File: config.mk
export PLATFORM = sky130hd
export DESIGN_NAME = param_mod_counter
export DESIGN_NICKNAME = d
export VERILOG_FILES = /design/src/rtl/param_mod_counter.sv
export SDC_FILE = /design/constraint.sdc
export NUM_CORES = 1
export LEC_CHECK = 0
export BUFFER_PORTS_ARGS = -buffer_cell sky130_fd_sc_hd__buf_2
export CORE_AREA = 5 5 42 44
export CTS_CLUSTER_SIZE = 30
export DETAILED_ROUTE_END_ITERATION = 10
export DIE_AREA = 0 0 47 49
export PLACE_DENSITY = 0.73
export SETUP_SLACK_MARGIN = 0.02
export SLEW_MARGIN = 10
export SYNTH_ARGS = -nofsm -noshare
export SYNTH_HDL_FRONTEND = slang
export SYNTH_SLANG_ARGS = --single-unit
export TNS_END_PERCENT = 30
File: constraint.sdc
create_clock -name clk -period 1.6 [get_ports clk]
set_input_delay 0.08 -clock clk [delete_from_list [all_inputs] [get_ports clk]]
set_output_delay 0.08 -clock clk [all_outputs]
set_load 0.02 [all_outputs]
File: src/rtl/param_mod_counter.sv
// Modulo up/down counter with enable prescaler, clamped parallel load and
// wrap/saturate boundary behaviour; tc pulses for one cycle after a limit step.
module param_mod_counter #(
  parameter int unsigned WIDTH    = 4,
  parameter int unsigned MODULO   = 16,
  parameter int unsigned PRESCALE = 1
) (
  input  logic             clk,
  input  logic             rst_n,
  input  logic             en,
  input  logic             up_dn,
  input  logic             sat_mode,
  input  logic             load,
  input  logic [WIDTH-1:0] load_val,
  output logic [WIDTH-1:0] x,
  output logic             tc,
  output logic             at_limit
);

  localparam int unsigned      PW      = (PRESCALE > 1) ? $clog2(PRESCALE) : 1;
  localparam logic [WIDTH-1:0] X_MAX   = WIDTH'(MODULO - 1);
  localparam logic [PW-1:0]    P_MAX   = PW'(PRESCALE - 1);
  localparam logic [WIDTH:0]   MOD_EXT = (WIDTH + 1)'(MODULO);

  logic [PW-1:0]    p;
  logic             step_c;
  logic [WIDTH-1:0] x_next_c;
  logic [WIDTH-1:0] load_clamp_c;

  always_comb begin
    at_limit = up_dn ? (x == X_MAX) : (x == '0);
  end

  assign step_c       = en && (p == P_MAX);
  assign load_clamp_c = ({1'b0, load_val} >= MOD_EXT) ? X_MAX : load_val;

  // Next count for a step; at the limit either wrap or hold.
  always_comb begin
    x_next_c = x;
    if (up_dn) begin
      if (x != X_MAX)     x_next_c = x + WIDTH'(1);
      else if (!sat_mode) x_next_c = '0;
    end else begin
      if (x != '0)        x_next_c = x - WIDTH'(1);
      else if (!sat_mode) x_next_c = X_MAX;
    end
  end

  always_ff @(posedge clk) begin
    if (!rst_n) begin
      x  <= '0;
      p  <= '0;
      tc <= 1'b0;
    end else if (load) begin
      x  <= load_clamp_c;
      p  <= '0;
      tc <= 1'b0;
    end else begin
      tc <= 1'b0;
      if (step_c) begin
        p  <= '0;
        x  <= x_next_c;
        tc <= at_limit;
      end else if (en) begin
        p <= p + PW'(1);
      end
    end
  end

endmodule

# --- Word-level counts from Yosys, hierarchy flattened ---
# Index checks and enable logic that the tools add are counted.
op_classes:
  addsub: 3
  n_eq_ne: 4
  muxes: 8
  bitwise_logic: 3
  reduce_logical: 7
op_table:
  columns: ["operator", "n"]
  rows:
  - ["$mux 4", 7]
  - ["$ne 4x2->1 const B", 2]
  - ["$reduce_or 3->1", 2]
  - ["$add 4x1->4 const B", 1]
  - ["$eq 4x4->1 const B", 1]
  - ["$logic_not 4->1", 1]
  - ["$ne 4x4->1 const B", 1]
  - ["$reduce_bool 4->1", 1]
  - ["$sub 4x1->4 const B", 1]
  - ["$not 1->1", 3]
  - ["$reduce_and 3->1", 1]
  - ["$reduce_bool 2->1", 1]
  - ["$add 1x1->1 const B", 1]
  - ["$logic_and 1x1->1", 1]
  - ["$mux 1", 1]
totals:
  register_bits: 6
  input_bits: 10
  word_cells: 28

# --- Depth between registers and ports, before layout ---
depth:
  depth_word: 5
  ltp_mapped: 6
  mapped_depth_nobuf: 6

# --- Worst setup path after synthesis ---
# No wires, ideal clock.
synth_timing:
  path_kind: "flip-flop to flip-flop"
  startpoint: "reg x[0]"
  endpoint: "reg x[3]"
  setup_ns: 0.128
  arrival_ns: 1.509
  t_required_ns: 1.472
  path_slack_ns: -0.037
  stages_incl_launch_ff: 7
  cell_sequence: "dfxtp_1 -> inv_1 -> ha_1 -> nor4b_4 -> o21a_1 -> a211oi_1 -> a211oi_2"
synth_between:
  elab_chain_len: 5
synth_rtl:
  columns: ["item", "line", "text"]
  rows:
  - ["start, declared", "15", "output logic [WIDTH-1:0] x,"]
  - ["start signal, assigned", "55", "x <= load_clamp_c;"]
  - ["start signal, assigned", "62", "x <= x_next_c;"]
  - ["$sub 4x1->4 (tied with other cells)", "44", "if (x != '0) x_next_c = x - WIDTH'(1);"]
  - ["$mux 4 (on tied branches)", "44, 41", null]
  - ["$mux 4", "40", "if (up_dn) begin"]
  - ["$mux 4", "60", "if (step_c) begin"]
  - ["$mux 4", "54", "end else if (load) begin"]
# Parallel ways exist; a longest one is shown, timed or not. The select of a mux whose other input is x is not followed.
# A chain may end at the register's enable or synchronous reset.

# --- Final worst setup path ---
layout_timing:
  startpoint: "reg x[0]"
  endpoint: "out at_limit"
layout_between:
  elab_chain_len: 2
layout_rtl:
  columns: ["item", "line", "text"]
  rows:
  - ["$eq 4x4->1 / $logic_not 4->1 (equally long branches)", "31", "at_limit = up_dn ? (x == X_MAX) : (x == '0);"]
  - ["$mux 1 (*)", "31", null]
  - ["end, declared", "17", "output logic at_limit"]
# Every way passes the cells marked *; elsewhere a longest branch is shown, timed or not.

==> impl_metrics.ini <==
[detailed_routing]
drt-initial-drc-count = 11
wirelength_mm = 1.22
antenna_left = 0
drtPass1Iterations = 4
wire_per_inst_um = 13.4
drc = 0
vias = 521
post_drt_via_cell_ratio = 5.73

[grt]
grt_usage_pct = 11.3
grt_max_degree = 10
first_global_vias = 462
grt_pass1_wl_mm = 1.90
met2_usage_pct = 18.1
gr-usage-met1_pct = 12.6
antenna_found_initial = 0
grt-busiest-layer = met2
grt-ovfl-total = 0
grt_use_met3_pct = 2.95

[final_layout]
fin_cells = 91
n_fill_cell = 156
nets = 89
multi_input_area_um2 = 325
finish.utilization_pct = 45.0
area_growth_pct = 35.5
drive_gt1_share_pct = 45.3
antenna_cells = 0
regArea_um2 = 126

[placement]
place_congestion = 0.865
hpwlAfterDp_um = 900
numPlacedInstances = 86
port_buffers = 15
dpl_worst_slack_ns = 0.00154

[pwr]
cellPowerDensity_nw_per_um2 = 759
ir_worst_vdd_v = 0.000429
cellLeakagePower_nw = 0.284

[synth]
synth_compound_gate_area_share_pct = 33.3
syn_nets = 66
synthSimpleGateAreaFrac_pct = 25.5
yosysSeqAreaShare_pct = 25.8
synth_edf_count = 0
yosysTopAreaCell = dfxtp_1
synth_mux_area_share_pct = 2.15
yosys-top-cells-area = dfxtp_1 26%, ha_1 5.4%, o21ai_0 5.4%
synthesis.area_um2 = 465
synth_adder_area_share_pct = 5.38
synth_seq_cells = 6
synth.top_cell.area_share_pct = 25.8
synth_commonest_cells = 6 x dfxtp_1, 6 x inv_1, 5 x o21ai_0
async_flop_share_pct = 0
synth_cells = 54
synth_flop_cell = dfxtp_1
synth_top_family_by_area = compound AO/OA/AOI/OAI gates
synth_area_per_cell_um2 = 8.62
synth_xor_area_share_pct = 1.88
synth_cell_types = 32
yosysWarnings = 0

[status]
status = completed

[clock_network]
cts.htree.levels = 1
insertion_delay_ns = 0.25
numCtsBuffers = 3
cts-root-buf = clkbuf_4
clkTransAtPathRegs_ns = 0.05
cts_tree = built
cts_buffer_depth = 2
cts_sinks = 6

[sta]
timing.final.ws_setup_ns = 0.0389
setup_viol = 0
worstMarginPinSlew_ns = 0.389
finalClockSkew_ns = 0.00479
finalHoldViolCount = 0
slew_headroom_pct = 74.0
slew_viol_final = 0
min_period_ns = 1.56
fin_crit_sh_pct = 97.6
clock.fmax_mhz = 641
rsz0062_at_grt = true

[hold_path]
hold_class = input pin to flop

[floorplan]
die_x_um = 47
io_pins = 16
die_area_um2 = 2300
die_y_um = 49
coreArea_um2 = 1400
start_util_pct = 33.2
rows = 14

[worst_setup_path]
startpoint_type = flop
critPathMaxFanout = 6
cp-startpoint = x[0]
worstSetupPathType = flop to output port
cp-endpoint = at_limit
r2r_end = x[3]
regToRegSetupSlack_ns = 0.07
end_kind = output port
r2r_start = x[0]
crit_arrival_ns = 1.48
ff2ff_path_depth = 5
crit_required_ns = 1.52

[run]
cap_violations = 0
cell families (layout without fill, tap and decap cells):
group / count (synthesis) / in the layout
flip-flops: 6 / 6
adder cells (fa/ha/maj): 2 / 2
AND/OR/NAND/NOR: 16 / 16
multiplexers: 1 / 1
AO/OA/AOI/OAI: 21 / 21
XOR/XNOR: 1 / 1
buffers and inverters: 7 / 28
power by group:
part	internal [mW]	switching, mW
Clock	0.0854	0.0627
Sequential	0.161	0.0191
Combinational	0.0714	0.0794
per-stage QoR:
step	instance area, um^2	setup TNS (ns)	hold WS [ns]	total power, mW
finish	631	0	0.0889	0.479
global route	631	-0.0362	0.0863	0.507
CTS	623	0	0.0797	0.477
detailed placement	572	0	0.342	0.318
global placement	572	0	0.325	0.315
floorplan	467	0	0.210	0.271
sequential cells by signal, indices dropped and copies added (netlist names):
signal	count
p	1
tc	1
x	4
worst min path at each step:
stage	startpoint	to	slack, ns	cells past startpoint
after global placement	load_val[0]	x[0]	0.33	3
after floorplan	load	x[0]	0.21	2
after detailed placement	load_val[0]	x[0]	0.34	3
final	load_val[0]	x[0]	0.09	3
after global routing	load_val[0]	x[0]	0.09	3
after CTS	load_val[0]	x[0]	0.08	3
area by class of cell:
type	count	area share [%]
Multi-Input combinational cell	41	51.6
Sequential cell	6	20.0
Clock buffer	3	3.57
Timing Repair Buffer	19	17.7
Inverter	6	3.97
Tap cell	16	3.17
per-layer routing:
| layer | wire (um) | up-vias | part of all wire [%] |
|---|---|---|---|
| met5 | 0 | - | 0 |
| met4 | 33 | 0 | 2.7 |
| met3 | 93 | 4 | 7.7 |
| met2 | 628 | 24 | 52 |
| met1 | 460 | 240 | 38 |
| li1 | - | 253 | - |
layout by cell type (no fill, tap or decap), types with 2 or more instances in the layout:
master    count
a31oi_1       2
nand3_1       2
dfxtp_2       2
dfxtp_1       3
buf_2        14
o21a_1        2
nor2b_1       2
inv_1         5
buf_4         4
clkbuf_4      3
a211oi_2      2
a21oi_1       2
nor2_1        2
o21ai_0       5
what timing repair did:
item                       CTS  global route
hold buffers                 0             0
setup endpoints to repair    2             3
gates resized for setup      6             3
pin swaps                    1             2
gates cloned                 0             0
buffers inserted             2             0
critical path, stage by stage, from the launching register on:
cell and delay [ns]:
dfxtp_4 0.36, inv_4 0.06, ha_2 0.17, nor4b_4 0.35, nor2_1 0.08, inv_1 0.09
buf_6 0.12
Power figures use the tool's default switching activity.
